`config.mk`:
```
export PLATFORM = sky130hd
export DESIGN_NAME = pipelined_prefix_subtractor
export DESIGN_NICKNAME = d
export VERILOG_FILES = /design/src/rtl/pipelined_prefix_subtractor.sv
export SDC_FILE = /design/constraint.sdc
export NUM_CORES = 1
export LEC_CHECK = 0
export CAP_MARGIN = 5
export CORE_ASPECT_RATIO = 0.7
export CORE_MARGIN = 10
export CORE_UTILIZATION = 60
export DETAILED_ROUTE_END_ITERATION = 6
export PLACE_DENSITY = 0.79
export SYNTH_ARGS = -nofsm -noshare
export SYNTH_HDL_FRONTEND = slang
export SYNTH_SLANG_ARGS = --single-unit
```
`constraint.sdc`:
```
create_clock -name clk -period 3.3 [get_ports clk]
set_input_delay 0.66 -clock clk [delete_from_list [all_inputs] [get_ports clk]]
set_output_delay 0.66 -clock clk [all_outputs]
set_load 0.1 [all_outputs]
```
`src/rtl/pipelined_prefix_subtractor.sv`:
```
`default_nettype none
// ============================================================================
// Module      : pipelined_prefix_subtractor
// Description : Pipelined z = x - y - borrow_in using a Kogge-Stone borrow
//               prefix tree, one registered tree level per stage, with a
//               valid/ready handshake that stalls the whole pipeline.
// Revision    : 1.0 - initial release
// ============================================================================
module pipelined_prefix_subtractor #(
    parameter int LEVELS = 3,
    parameter int WIDTH  = 2**LEVELS
) (
    input  logic             clk,
    input  logic             rst,
    input  logic             in_valid,
    output logic             in_ready,
    input  logic [WIDTH-1:0] x,
    input  logic [WIDTH-1:0] y,
    input  logic             borrow_in,
    output logic             out_valid,
    input  logic             out_ready,
    output logic [WIDTH-1:0] z,
    output logic             borrow_out,
    output logic             overflow,
    output logic             zero
);

    // The pipeline moves as a single unit: any held result freezes every stage.
    logic w_stall;

    // Per-stage state: index 0 is the capture stage, index LEVELS the last tree level.
    logic             r_v  [0:LEVELS];
    logic [WIDTH-1:0] r_g  [0:LEVELS];
    logic [WIDTH-1:0] r_p  [0:LEVELS];
    logic [WIDTH-1:0] r_d  [0:LEVELS];
    logic             r_xs [0:LEVELS];
    logic             r_ys [0:LEVELS];
    logic             r_bi [0:LEVELS];

    // Capture-stage borrow signals.
    logic [WIDTH-1:0] w_bg;
    logic [WIDTH-1:0] w_bp;
    logic [WIDTH-1:0] w_g0;

    // Next values for each tree level.
    logic [WIDTH-1:0] w_g_nxt [1:LEVELS];
    logic [WIDTH-1:0] w_p_nxt [1:LEVELS];

    // Output-stage signals.
    logic [WIDTH-1:0] w_b;
    logic [WIDTH-1:0] w_z;
    logic             w_ovf;

    // Output registers.
    logic             r_out_valid;
    logic [WIDTH-1:0] r_z;
    logic             r_borrow_out;
    logic             r_overflow;
    logic             r_zero;

    assign w_stall  = r_out_valid & ~out_ready;
    assign in_ready = ~w_stall;

    // Bit-level borrow generate/propagate; borrow_in folds into bit 0 so the
    // tree never needs a separate carry-in path.
    assign w_bg = ~x & y;
    assign w_bp = ~(x ^ y);
    assign w_g0 = {w_bg[WIDTH-1:1], w_bg[0] | (w_bp[0] & borrow_in)};

    // Kogge-Stone combine at span 2**(k-1); bits below the span pass through.
    always_comb begin
        for (int k = 1; k <= LEVELS; k++) begin
            w_g_nxt[k] = r_g[k-1];
            w_p_nxt[k] = r_p[k-1];
            for (int i = (1 << (k-1)); i < WIDTH; i++) begin
                w_g_nxt[k][i] = r_g[k-1][i] | (r_p[k-1][i] & r_g[k-1][i-(1 << (k-1))]);
                w_p_nxt[k][i] = r_p[k-1][i] & r_p[k-1][i-(1 << (k-1))];
            end
        end
    end

    // Stage valid bits: cleared by reset, shifted whenever the pipe advances.
    always_ff @(posedge clk) begin
        if (rst) begin
            for (int k = 0; k <= LEVELS; k++) begin
                r_v[k] <= 1'b0;
            end
        end else if (!w_stall) begin
            r_v[0] <= in_valid & in_ready;
            for (int k = 1; k <= LEVELS; k++) begin
                r_v[k] <= r_v[k-1];
            end
        end
    end

    // Stage data: no reset needed since the valid bits gate everything downstream.
    always_ff @(posedge clk) begin
        if (!w_stall) begin
            r_g[0]  <= w_g0;
            r_p[0]  <= w_bp;
            r_d[0]  <= x ^ y;
            r_xs[0] <= x[WIDTH-1];
            r_ys[0] <= y[WIDTH-1];
            r_bi[0] <= borrow_in;
            for (int k = 1; k <= LEVELS; k++) begin
                r_g[k]  <= w_g_nxt[k];
                r_p[k]  <= w_p_nxt[k];
                r_d[k]  <= r_d[k-1];
                r_xs[k] <= r_xs[k-1];
                r_ys[k] <= r_ys[k-1];
                r_bi[k] <= r_bi[k-1];
            end
        end
    end

    // Borrow into bit i is the group borrow of bits [i-1:0]; bit 0 sees borrow_in.
    assign w_b   = {r_g[LEVELS][WIDTH-2:0], r_bi[LEVELS]};
    assign w_z   = r_d[LEVELS] ^ w_b;
    assign w_ovf = (r_xs[LEVELS] != r_ys[LEVELS]) & (w_z[WIDTH-1] != r_xs[LEVELS]);

    // Output registers: result fields only load on a valid token so bubbles
    // never expose stale stage data.
    always_ff @(posedge clk) begin
        if (rst) begin
            r_out_valid  <= 1'b0;
            r_z          <= '0;
            r_borrow_out <= 1'b0;
            r_overflow   <= 1'b0;
            r_zero       <= 1'b0;
        end else if (!w_stall) begin
            r_out_valid <= r_v[LEVELS];
            if (r_v[LEVELS]) begin
                r_z          <= w_z;
                r_borrow_out <= r_g[LEVELS][WIDTH-1];
                r_overflow   <= w_ovf;
                r_zero       <= (w_z == '0);
            end
        end
    end

    assign out_valid  = r_out_valid;
    assign z          = r_z;
    assign borrow_out = r_borrow_out;
    assign overflow   = r_overflow;
    assign zero       = r_zero;

endmodule
`default_nettype wire

```
# Word level (Yosys, flattened, before mapping)
# Memories as Yosys holds them, arrays and structs flattened.
# Cells that the tools add are included.
# totals
register_bits,12
ram_bits,112
input_bits,21
output_inout_bits,13
wordCells,92
mem_count,7
# mem_list
memory,words,width,read_ports,rd_clocked_by_memory_dff,wr,line_no,source
r_d,4,8,4,0,4,35,logic [WIDTH-1:0] r_d [0:LEVELS];
r_g,4,8,4,0,4,33,logic [WIDTH-1:0] r_g [0:LEVELS];
r_p,4,8,3,0,4,34,logic [WIDTH-1:0] r_p [0:LEVELS];
r_bi,4,1,4,0,4,38,logic r_bi [0:LEVELS];
r_v,4,1,4,0,4,32,logic r_v [0:LEVELS];
r_xs,4,1,4,0,4,36,logic r_xs [0:LEVELS];
+1 memories,n/a,n/a,n/a,n/a,n/a,n/a,
# classes
eq_ne,2
n_mux,9
bitwise_logic,67
reduce_logical,2
# ops
op,n
AND 1 bit,38
bitwise OR 1 bit,22
inverter 8 bit,2
bitwise XOR 8 bit,2
2-to-1 mux 1 bit,9
AND 8 bit,1
logical NOT 8 bit,1
!= test 1 bit,2
inverter 1 bit,2
AND reduction 2 bit,1

# Logic depth before layout (Yosys ltp)
# Gate-level depths: netlist of the first run.
# depth
ltp_word,6
ltp_mapped,5
ltp_nobuf,4

# Worst setup path before layout of the first run
# OpenSTA, ideal clock, no wires.
# synth_timing
path_type,reg-to-output
from,reg r_out_valid (netlist: out_valid) (read register of r_v)
to,out in_ready
arrival_time_ps,2581
t_required_ps,2640
slack_ps,59
stages_incl_launch_ff,4
path_buffers,1
cell_sequence,dfxtp_1 > nor2b_2 > inv_2 > buf_2
# synth_via
elab_chain_len,2
# synth_lines
item,line_no,source
"start, declared",55,logic r_out_valid;
AND 1 bit,61,assign w_stall = r_out_valid & ~out_ready;
inverter 1 bit (no source line),n/a,
"end, declared",16,"output logic in_ready,"
# No other way between the ends.

# Final worst setup path of the first run
# layout_timing
from,in out_ready
to,out in_ready
# layout_via
elab_chain_len,3
# layout_lines
item,line_no,source
"start, declared",21,"input logic out_ready,"
inverter 1 bit,61,
AND 1 bit,61,
inverter 1 bit (no source line),n/a,
# No other way between the ends.

==> metrics.log, run 1 <==
[metrics] result of the run: complete, no violations
[metrics] sink count of the clock tree: 109
[metrics] pre-CTS worst setup slack: 0.9592 ns
[metrics] combinational family with the most area after synthesis: compound AO/OA/AOI/OAI gates
[metrics] fraction of registers with async set or reset after synthesis: 0%
[metrics] critical path buffer and inverter count: 3
[metrics] Adder-Cell Fraction of Synth Area: 2.612%
[metrics] Post-synth EDFFs: 97
[metrics] via count: 1765
[metrics] layout cells sized above 1: 12.45%
[metrics] Max Freq: 427.3 MHz
[metrics] Area growth syn-to-layout: 15.77%
[metrics] worst rel slew slack: 69.69%
[metrics] synth top area cells: sky130_fd_sc_hd__edfxtp_1 (76%), sky130_fd_sc_hd__dfxtp_1 (6.3%), sky130_fd_sc_hd__a21o_1 (3.5%), sky130_fd_sc_hd__ha_1 (2.6%), sky130_fd_sc_hd__xnor2_1 (1.8%)
[metrics] slowest CP cell: sky130_fd_sc_hd__clkdlybuf4s50_1
[metrics] switching power: 0.5601 mW
[metrics] source of the worst hold timing path: r_d[0][7]$_DFFE_PN_
[metrics] post-layout min period: 2.340 ns
[metrics] simple-gate share of the synthesized area: 3.885%
[metrics] Overall Power: 2.648 mW
[metrics] worst reg2reg path endpoint: zero$_SDFFE_PP0P_
[metrics] routed via count divided by cell count: 5.269
[metrics] final core utilization: 71.38%
[metrics] CTS tree: done
[metrics] Sw Share: 21.16%
[metrics] # rows: 24
[metrics] clock edge transition at the registers on the reported setup and hold paths: 0.09 ns
[metrics] net count after synthesis: 239
[metrics] CORE AREA: 0.006216 mm^2
[metrics] placed inst area: 0.004257 mm^2
[metrics] syn avg cell area: 18.25 um^2
[metrics] share of the synthesized netlist area taken by xor and xnor gates: 1.828%
[metrics] areal power density over the cells: 596.8 mW/mm^2
[metrics] critical path class: input pin to output port
[metrics] Yosys warnings: 0
[metrics] post-route cell area: 0.004437 mm^2
[metrics] logic depth of the worst register-to-register path: 5
[metrics] total routing resource utilization after global routing: 11.35%
[metrics] Compound-Gate Fraction of Synth Area: 7.215%
[metrics] CTS H-tree lvls: 3
[metrics] vertical die dimension: 86.87 um
[metrics] number of setup violations in the final report: 0
[metrics] final hold vios: 0
[metrics] WHS: 0.4252 ns
[metrics] starting density of the core: 61.65%
[metrics] multi-input gate area in the final layout: 595.6 um^2
[metrics] total iterations of the first detailed-routing run: 4
[metrics] pins over their slew limit: 0
[metrics] relative contribution of sequential cells to total power: 64.9%
[metrics] number of instances on the worst hold path: 0
[metrics] violation count after the first detailed-route iteration: 160
[metrics] IO Pins: 34
[metrics] drt drc: 0
[metrics] startpoint of the lowest-slack register-to-register path: out_valid$_SDFFE_PP0N_
[metrics] worst path setup slack after routing: 0.9595 ns
[metrics] Setup crit start kind: input pin
[metrics] terminating pin of the worst hold path: r_d[1][7]$_DFFE_PN_
[metrics] clock latency of the later-clocked register in the worst-skew pair: 0.36 ns
[metrics] Num CTS Buffers: 9
[metrics] endpoint arrival time on the critical path: 1.68 ns
[metrics] number of maximum-capacitance violations: 0
[metrics] predominant post-synthesis flop cell: sky130_fd_sc_hd__edfxtp_1
[metrics] mux contribution to synthesized area: 0%
[metrics] n_diodes: 0
[metrics] Leak: 1.823 nW
[metrics] layout filler cell count: 402
[metrics] count of different cell masters after synthesis: 24
[metrics] Resized cells post-CTS: 0
[metrics] remaining global-route overflow: 0
[metrics] relative contribution of the clock network to total power: 28.1%
[metrics] cell-by-cell listing of the critical path: clkdlybuf4s50_1 -> nor2b_2 -> clkinv_2 -> buf_12
[metrics] number of placed cells counting well taps: 320
[metrics] peak supply drop: 288.3 uV
[metrics] total wire length: 5.295 mm
[metrics] kind of cell adding the most delay to the critical path: buffers and inverters
[metrics] area of all sequential standard cells: 0.003153 mm^2
[metrics] type of the tightest min-delay check: flip-flop to flip-flop
[metrics] setup total negative slack: 0 ns
[metrics] endpoint class of the critical path: output port
[metrics] clk_skew: 0.006950 ns
[metrics] number of nets with antenna violations after routing: 0
[metrics] worst path required time: 2.64 ns
[metrics] routability congestion estimate from global placement: 0.7020
[metrics] hold_buf cts: 0
[metrics] maximum clock insertion buffer count: 2
[metrics] measured slew at the worst slew-check pin: 0.4546 ns
[metrics] largest area contributor in the synthesized netlist: sky130_fd_sc_hd__edfxtp_1
[metrics] vias in the first global route: 1786
[metrics] maximum single-stage delay on the critical path: 0.42 ns
[metrics] relative contribution of combinational cells to total power: 7.0%
[metrics] Synth Register Bits: 109
[metrics] combined area of all synthesized cells: 0.003832 mm^2
[metrics] most repeated cell in the gate-level netlist after synthesis: sky130_fd_sc_hd__edfxtp_1
[metrics] portion of synthesized cell area occupied by the leading cell type: 76.00%
[metrics] Seq/Total Area, Yosys: 82.27%
[metrics] quantity of I/O buffers inserted on ports: 33
[metrics] post-DR wirelength/cell: 15.81 um
[metrics] maximum fanout count along the critical path: 4
[metrics] total half-perimeter wirelength after legalization and detailed placement: 3.585 mm
[metrics] cell count along the critical path: 4
[metrics] setup repair after global routing missed its margin: no
[metrics] global-route wire length before repair: 8.652 mm
[metrics] pin count of the biggest net entering global routing: 91
[metrics] number of instances in the synthesized netlist: 210
[metrics] internal portion of total power: 2.088 mW
[metrics] Die Wd: 115.5 um
[metrics] cell at the root of the clock tree: sky130_fd_sc_hd__clkbuf_8
[metrics] die area: 0.01004 mm^2
[metrics] register-to-register setup slack: 1.69 ns
[metrics] final std cells w/o fill: 335
[metrics] total number of nets in the final design: 282
[metrics] Post CTS Setup Buffer Count: 0
[metrics] ratio of final minimum period to clock period: 70.92%
[metrics] top cells by count, synth: sky130_fd_sc_hd__edfxtp_1 (97), sky130_fd_sc_hd__a21o_1 (18), sky130_fd_sc_hd__inv_1 (18)
[metrics] initial antenna violation count: 0
[power by group through the flow]
stage	clock network, mW	logic [mW]	registers, mW
CTS	0.762	0.186	1.72
floorplan	0	0.0929	1.76
global route	0.824	0.202	1.74
finish	0.744	0.185	1.72
detailed placement	0	0.186	1.75
global placement	0	0.179	1.74
[sequential cells by signal, summed over array words and instances, names as in the netlist, 4 cells and up]
name and count:
r_p 17, r_ys 4, r_d 32, z 8, r_v 4, r_bi 4
r_g 32, r_xs 4
[layer usage]
metal | GRT usage [%] | wire (um) | vias to the layer above
met3 | 5.647 | 380 | 5
met1 | 14.42 | 2535 | 837
met5 | 0 | 0 | -
met2 | 16.32 | 2333 | 54
li1 | - | - | 869
met4 | 4.472 | 46 | 0
[final cells by class]
class	instances	share of cell area, %
Timing Repair Buffer	35	7.614
Multi-Input combinational cell	79	13.42
Clock buffer	10	2.876
Inverter	19	1.636
Tap cell	78	2.200
Clock inverter	5	1.184
Sequential cell	109	71.07
[worst register-to-register path: stages (launching register included)]
cell                       delay (ns)
sky130_fd_sc_hd__dfxtp_1         0.32
sky130_fd_sc_hd__nor2b_2         0.18
sky130_fd_sc_hd__clkinv_2        0.11
sky130_fd_sc_hd__buf_12          0.36
sky130_fd_sc_hd__nand3_1         0.25
sky130_fd_sc_hd__o32ai_1         0.32
[worst max path at each step]
stage	slack [ns]	from	end
finish	0.96	out_ready	in_ready
global route	0.89	out_ready	in_ready
CTS	0.95	out_ready	in_ready
detailed placement	0.96	out_ready	in_ready
global placement	0.97	out_ready	in_ready
floorplan	0.06	out_valid$_SDFFE_PP0N_	in_ready
[cells in the final DEF (no fill, tap or decap), drive strengths merged]
cell	Yosys	routed
a211oi	7	7
a21o	18	18
a21oi	10	10
a311oi	1	1
and2	10	10
and3	4	4
buf	1	15
bufinv	0	1
clkbuf	2	10
clkdlybuf4s50	0	20
clkinv	0	5
dfxtp	12	12
edfxtp	97	97
ha	8	8
inv	19	18
nand2	2	2
nand3	2	2
nand3b	1	1
nand4	2	2
nor2	1	1
nor2b	1	1
o211a	1	1
o21ai	1	1
o32ai	1	1
or3b	1	1
xnor2	8	8
[cells by family after synthesis]
kind of cell	after synthesis
buf+inv	22
compound gates	39
simple gates	24
xor+xnor	8
fa+ha+maj	8
flops	109
Note: power is estimated with default switching activity, not from simulation.
==> inputs of run 2 (changes only) <==
- CORE_UTILIZATION: 60 -> 56
- PLACE_DENSITY: 0.79 -> 0.74
- clock period: 3.3 -> 2.2 ns (I/O delays scaled with it)
==> metrics.log, run 2 (synthesis gave the netlist of run 1 again) <==
[metrics] total iterations of the first detailed-routing run: 4 (unchanged)
[metrics] clock latency of the later-clocked register in the worst-skew pair: 0.35 ns (about the same)
[metrics] Post CTS Setup Buffer Count: 0 (unchanged)
[metrics] commonest non-fill, non-tap cell in the layout: sky130_fd_sc_hd__edfxtp_1
[metrics] type of the tightest min-delay check: flip-flop to flip-flop
[metrics] clk_skew: 0.01250 ns (+0.005549 ns)
[metrics] layout filler cell count: 476 (+18%)
[metrics] post-DR wirelength/cell: 14.92 um (-5.6%)
[metrics] # rows: 25 (+4.2%)
[metrics] Num CTS Buffers: 9 (unchanged)
[metrics] n_diodes: 0 (unchanged)
[metrics] IO Pins: 34 (unchanged)
[metrics] slowest CP cell: sky130_fd_sc_hd__clkdlybuf4s50_1
[metrics] WHS: 0.4265 ns (+0.001351 ns)
[metrics] kind of cell adding the most delay to the critical path: buffers and inverters
[metrics] maximum fanout count along the critical path: 9 (+5)
[metrics] vertical die dimension: 89.22 um (+2.7%)
[metrics] routability congestion estimate from global placement: 0.7645 (+8.9%)
[metrics] Area growth syn-to-layout: 17.11%
[metrics] routed via count divided by cell count: 5.008 (-4.9%)
[metrics] number of maximum-capacitance violations: 0 (unchanged)
[metrics] ratio of final minimum period to clock period: 91.66%
[metrics] setup repair after global routing missed its margin: no
[metrics] maximum single-stage delay on the critical path: 0.41 ns (about the same)
[metrics] register-to-register setup slack: 0.68 ns (-1.01 ns)
[metrics] maximum clock insertion buffer count: 2 (unchanged)
[metrics] final hold vios: 0 (unchanged)
[metrics] number of nets with antenna violations after routing: 0 (unchanged)
[metrics] areal power density over the cells: 899.2 mW/mm^2 (+51%)
[metrics] Leak: 1.839 nW (+0.88%)
[metrics] Max Freq: 495.9 MHz
[metrics] peak supply drop: 524.2 uV (+82%)
[metrics] pin count of the biggest net entering global routing: 42 (-54%)
[metrics] starting density of the core: 57.25% (-4.4 points)
[metrics] remaining global-route overflow: 0 (unchanged)
[metrics] clock edge transition at the registers on the reported setup and hold paths: 0.09 ns (about the same)
[metrics] vias in the first global route: 1792 (+0.34%)
[metrics] critical path class: input pin to output port
[metrics] CORE AREA: 0.006694 mm^2 (+7.7%)
[metrics] worst path required time: 1.76 ns (-0.88 ns)
[metrics] initial antenna violation count: 0 (unchanged)
[metrics] cell-by-cell listing of the critical path: clkdlybuf4s50_1 -> nor2b_2 -> clkinv_2 -> buf_12
[metrics] quantity of I/O buffers inserted on ports: 33 (unchanged)
[metrics] layout cells sized above 1: 14.56% (+2.1 points)
[metrics] total routing resource utilization after global routing: 10.71% (-0.64 points)
[metrics] commonest cells after routing, fill and taps aside: sky130_fd_sc_hd__edfxtp_1 (97), sky130_fd_sc_hd__clkdlybuf4s50_1 (20), sky130_fd_sc_hd__inv_1 (18), sky130_fd_sc_hd__a21o_1 (18), sky130_fd_sc_hd__buf_4 (17)
[metrics] critical path buffer and inverter count: 3 (unchanged)
[metrics] Setup crit start kind: input pin
[metrics] endpoint arrival time on the critical path: 1.58 ns (-0.10 ns)
[metrics] violation count after the first detailed-route iteration: 157 (-1.9%)
[metrics] sink count of the clock tree: 109 (unchanged)
[metrics] post-layout min period: 2.016 ns
[metrics] total half-perimeter wirelength after legalization and detailed placement: 3.671 mm (+2.4%)
[metrics] total wire length: 5.296 mm (about the same)
[metrics] pins over their slew limit: 0 (unchanged)
[metrics] result of the run: complete, no violations
[metrics] setup total negative slack: 0 ns (unchanged)
[metrics] hold_buf cts: 0 (unchanged)
[metrics] worst rel slew slack: 67.76% (-1.9 points)
[metrics] global-route wire length before repair: 8.749 mm (+1.1%)
[metrics] total number of nets in the final design: 285 (+1.1%)
[metrics] cell at the root of the clock tree: sky130_fd_sc_hd__clkbuf_8
[metrics] measured slew at the worst slew-check pin: 0.4836 ns (+0.02905 ns)
[metrics] Top Registers: r_d (32), r_g (32), r_p (17)
[metrics] CTS tree: done
[metrics] endpoint class of the critical path: output port
[metrics] CTS H-tree lvls: 3 (unchanged)
[metrics] die area: 0.01061 mm^2 (+5.7%)
[metrics] Resized cells post-CTS: 0 (unchanged)
[metrics] drt drc: 0 (unchanged)
[metrics] Die Wd: 118.9 um (+2.9%)
[metrics] via count: 1778 (+0.74%)
[metrics] number of setup violations in the final report: 0 (unchanged)
[run 2: power breakdown]
group          internal, mW  switching, mW
Clock                 0.539          0.640
Sequential             2.49         0.0866
Combinational         0.127          0.152
Total                  3.16          0.879
[run 2: cell type report]
| type | count | area (um^2) | area share, % |
|---|---|---|---|
| Clock buffer | 10 | 127.6 | 2.844 |
| Tap cell | 94 | 117.6 | 2.621 |
| Timing Repair Buffer | 38 | 347.8 | 7.750 |
| Inverter | 19 | 72.57 | 1.617 |
| Sequential cell | 109 | 3154 | 70.28 |
| Multi-Input combinational cell | 79 | 595.6 | 13.27 |
| Clock inverter | 6 | 72.57 | 1.617 |
[run 2: worst paths after layout]
kind / startpoint / endpoint / cells after the start
worst min-delay path: r_d[1][6]$_DFFE_PN_ / r_d[2][6]$_DFFE_PN_ / 0
worst max-delay path: out_ready / in_ready / 4
worst min register to register: r_d[1][6]$_DFFE_PN_ / r_d[2][6]$_DFFE_PN_ / 0
worst max register to register: out_valid$_SDFFE_PP0N_ / r_p[1][3]$_DFFE_PN_ / 3
[run 2: worst register-to-register path, stage by stage, from the launching register on]
cell and delay [ns]:
sky130_fd_sc_hd__dfxtp_2 0.33, sky130_fd_sc_hd__nor2b_2 0.17, sky130_fd_sc_hd__clkinv_2 0.18, sky130_fd_sc_hd__buf_4 0.48
[run 2: metal layers]
metal,track usage (%),wire [um]
met1,13.24,2527
met2,16.36,2369
met3,4.479,337
met4,4.751,60
met5,0,0
[run 2: through the flow]
step | cells | cell area (um^2) | power (mW) | utilization, % | worst slack [ns]
5_1_grt | 355 | 4488 | 4.222 | 67.05 | 0.1463
3_3_place_gp | 339 | 4288 | 2.889 | 64.06 | 0.2158
4_1_cts | 355 | 4488 | 4.071 | 67.05 | 0.1824
3_5_place_dp | 339 | 4288 | 2.908 | 64.06 | 0.1643
6_report | 355 | 4488 | 4.036 | 67.05 | 0.1835
2_1_floorplan | 210 | 3836 | 2.784 | - | 0.01667
==> inputs of run 3 (changes only) <==
- CORE_UTILIZATION: 56 -> 61
- CTS_BUF_LIST: unset -> sky130_fd_sc_hd__clkbuf_8
- PLACE_DENSITY: 0.74 -> 0.8
- clock period: 2.2 -> 2.6 ns (I/O delays scaled with it)
==> metrics.log, run 3 (synthesis gave the netlist of run 1 again) <==
[metrics] result of the run: complete, no violations
[metrics] vias in the first global route: 1761 (-1.7%)
[metrics] clock latency of the later-clocked register in the worst-skew pair: 0.35 ns (about the same)
[metrics] number of nets with antenna violations after routing: 0 (unchanged)
[metrics] layout cells sized above 1: 13.85% (-0.71 points)
[metrics] Die Wd: 114.7 um (-3.5%)
[metrics] CTS tree: done
[metrics] placed inst area: 0.004284 mm^2 (about the same)
[metrics] critical path class: input pin to output port
[metrics] Area growth syn-to-layout: 17.30%
[metrics] routability congestion estimate from global placement: 0.7490 (-2.0%)
[metrics] worst rel slew slack: 69.38% (+1.6 points)
[metrics] areal power density over the cells: 769.1 mW/mm^2 (-14%)
[metrics] violation count after the first detailed-route iteration: 91 (-42%)
[metrics] initial antenna violation count: 0 (unchanged)
[metrics] sink count of the clock tree: 109 (unchanged)
[metrics] Num CTS Buffers: 9 (unchanged)
[metrics] endpoint class of the critical path: output port
[metrics] final std cells w/o fill: 338 (-4.8%)
[metrics] via count: 1770 (-0.45%)
[metrics] number of maximum-capacitance violations: 0 (unchanged)
[metrics] global-route wire length before repair: 8.783 mm (+0.39%)
[metrics] routed via count divided by cell count: 5.237 (+4.6%)
[metrics] maximum clock insertion buffer count: 2 (unchanged)
[metrics] peak supply drop: 398.7 uV (-24%)
[metrics] pin count of the biggest net entering global routing: 48 (+14%)
[metrics] clock edge transition at the registers on the reported setup and hold paths: 0.09 ns (about the same)
[metrics] cell at the root of the clock tree: sky130_fd_sc_hd__clkbuf_8
[metrics] Sw Share: 20.40% (-1.4 points)
[metrics] register-to-register setup slack: 0.96 ns (+0.28 ns)
[metrics] commonest non-fill, non-tap cell in the layout: sky130_fd_sc_hd__edfxtp_1
[metrics] setup total negative slack: 0 ns (unchanged)
[metrics] relative contribution of combinational cells to total power: 6.8% (about the same)
[metrics] clk_skew: 0.01096 ns (-0.001544 ns)
[metrics] relative contribution of the clock network to total power: 30.1% (+0.9 points)
[metrics] quantity of I/O buffers inserted on ports: 33 (unchanged)
[metrics] remaining global-route overflow: 0 (unchanged)
[metrics] Setup crit start kind: input pin
[metrics] pins over their slew limit: 0 (unchanged)
[metrics] Resized cells post-CTS: 0 (unchanged)
[metrics] final hold vios: 0 (unchanged)
[metrics] Post CTS Setup Buffer Count: 0 (unchanged)
[metrics] type of the tightest min-delay check: flip-flop to flip-flop
[metrics] pre-CTS worst setup slack: 0.3789 ns (+0.2147 ns)
[metrics] IO Pins: 34 (unchanged)
[metrics] maximum fanout count along the critical path: 15 (+6)
[metrics] ratio of final minimum period to clock period: 85.84%
[metrics] total half-perimeter wirelength after legalization and detailed placement: 3.736 mm (+1.8%)
[metrics] total number of nets in the final design: 284 (-0.35%)
[metrics] die area: 0.009903 mm^2 (-6.6%)
[metrics] number of setup violations in the final report: 0 (unchanged)
[metrics] post-layout min period: 2.232 ns
[metrics] measured slew at the worst slew-check pin: 0.4578 ns (-0.02582 ns)
[metrics] drt drc: 0 (unchanged)
[metrics] total routing resource utilization after global routing: 11.44% (+0.72 points)
[metrics] Leak: 1.855 nW (+0.88%)
[metrics] internal portion of total power: 2.752 mW (-13%)
[metrics] n_diodes: 0 (unchanged)
[metrics] post-route cell area: 0.004496 mm^2 (+0.17%)
[metrics] setup repair after global routing missed its margin: no
[metrics] relative contribution of sequential cells to total power: 63.1% (-0.8 points)
[metrics] endpoint arrival time on the critical path: 1.71 ns (+0.13 ns)
[metrics] total wire length: 5.351 mm (+1.0%)
[metrics] Overall Power: 3.457 mW (-14%)
[metrics] post-DR wirelength/cell: 15.83 um (+6.1%)
[metrics] total iterations of the first detailed-routing run: 4 (unchanged)
[metrics] hold_buf cts: 0 (unchanged)
[metrics] number of placed cells counting well taps: 322 (-5.0%)
[metrics] starting density of the core: 62.26% (+5.0 points)
[metrics] CTS H-tree lvls: 3 (unchanged)
[metrics] commonest cells after routing, fill and taps aside: sky130_fd_sc_hd__edfxtp_1 (97), sky130_fd_sc_hd__clkdlybuf4s50_1 (20), sky130_fd_sc_hd__inv_1 (18), sky130_fd_sc_hd__a21o_1 (18), sky130_fd_sc_hd__buf_4 (14)
[metrics] CORE AREA: 0.006156 mm^2 (-8.0%)
[metrics] switching power: 0.7053 mW (-20%)
[metrics] vertical die dimension: 86.32 um (-3.3%)
[metrics] layout filler cell count: 375 (-21%)
[metrics] Top Registers: r_d (32), r_g (32), r_p (17)
[metrics] worst path setup slack after routing: 0.3682 ns (+0.1847 ns)
[metrics] # rows: 24 (-4.0%)
[metrics] Max Freq: 448.1 MHz
[metrics] worst path required time: 2.08 ns (+0.32 ns)
==> run 3: changes by cell type in the layout (fill, tap and decap cells not counted), moves of 2 or more <==
cell / change
sky130_fd_sc_hd__buf_12: +2
sky130_fd_sc_hd__buf_4: -3
sky130_fd_sc_hd__clkinv_2: +2
sky130_fd_sc_hd__clkinv_4: -3
==> run 3: power groups by stage <==
stage	registers [mW]	logic, mW	clock network [mW]
4_1_cts	2.18	0.238	1.07
5_1_grt	2.20	0.260	1.14
2_1_floorplan	2.24	0.118	0
6_report	2.18	0.236	1.04
3_5_place_dp	2.22	0.237	0
3_3_place_gp	2.21	0.229	0
==> run 3: final cells by class <==
cell class,count,area (um^2),area share [%]
repair buffers,37,365.4,8.127
clock inverters,7,87.58,1.948
multi-input cells,79,595.6,13.25
inverters,19,72.57,1.614
clock buffers,9,123.9,2.755
well taps,78,97.59,2.171
flip-flops and latches,109,3153,70.14
==> run 3: path summary, 6_finish.rpt <==
| path | from | end | depth (start not counted) |
|---|---|---|---|
| max | out_ready | in_ready | 4 |
| min reg2reg | r_bi[1]$_DFFE_PN_ | r_bi[2]$_DFFE_PN_ | 0 |
| min | r_bi[1]$_DFFE_PN_ | r_bi[2]$_DFFE_PN_ | 0 |
| max reg2reg | out_valid$_SDFFE_PP0N_ | r_g[1][0]$_DFFE_PN_ | 4 |
==> run 3: metal layers <==
metal  wire (um)  GRT usage (%)  share of wire (%)  up-vias
met1        2447          14.56                 46      844
met4          59          3.475                1.1        0
met2        2472          16.73                 46       47
met5           0              0                  0        -
li1            -              -                  -      874
met3         372          5.935                7.0        5
==> run 3: worst max-delay path, stage by stage <==
cell                              delay, ns
sky130_fd_sc_hd__clkdlybuf4s50_1       0.42
sky130_fd_sc_hd__nor2b_2               0.21
sky130_fd_sc_hd__clkinv_2              0.29
sky130_fd_sc_hd__buf_12                0.26
==> run 3: metrics by stage <==
step / util, % / hold WS [ns]
detailed placement: 69.59 / 0.4045
finish: 73.03 / 0.4226
global route: 73.03 / 0.4308
CTS: 73.03 / 0.4269
global placement: 69.59 / 0.4006
floorplan: - / 0.4003
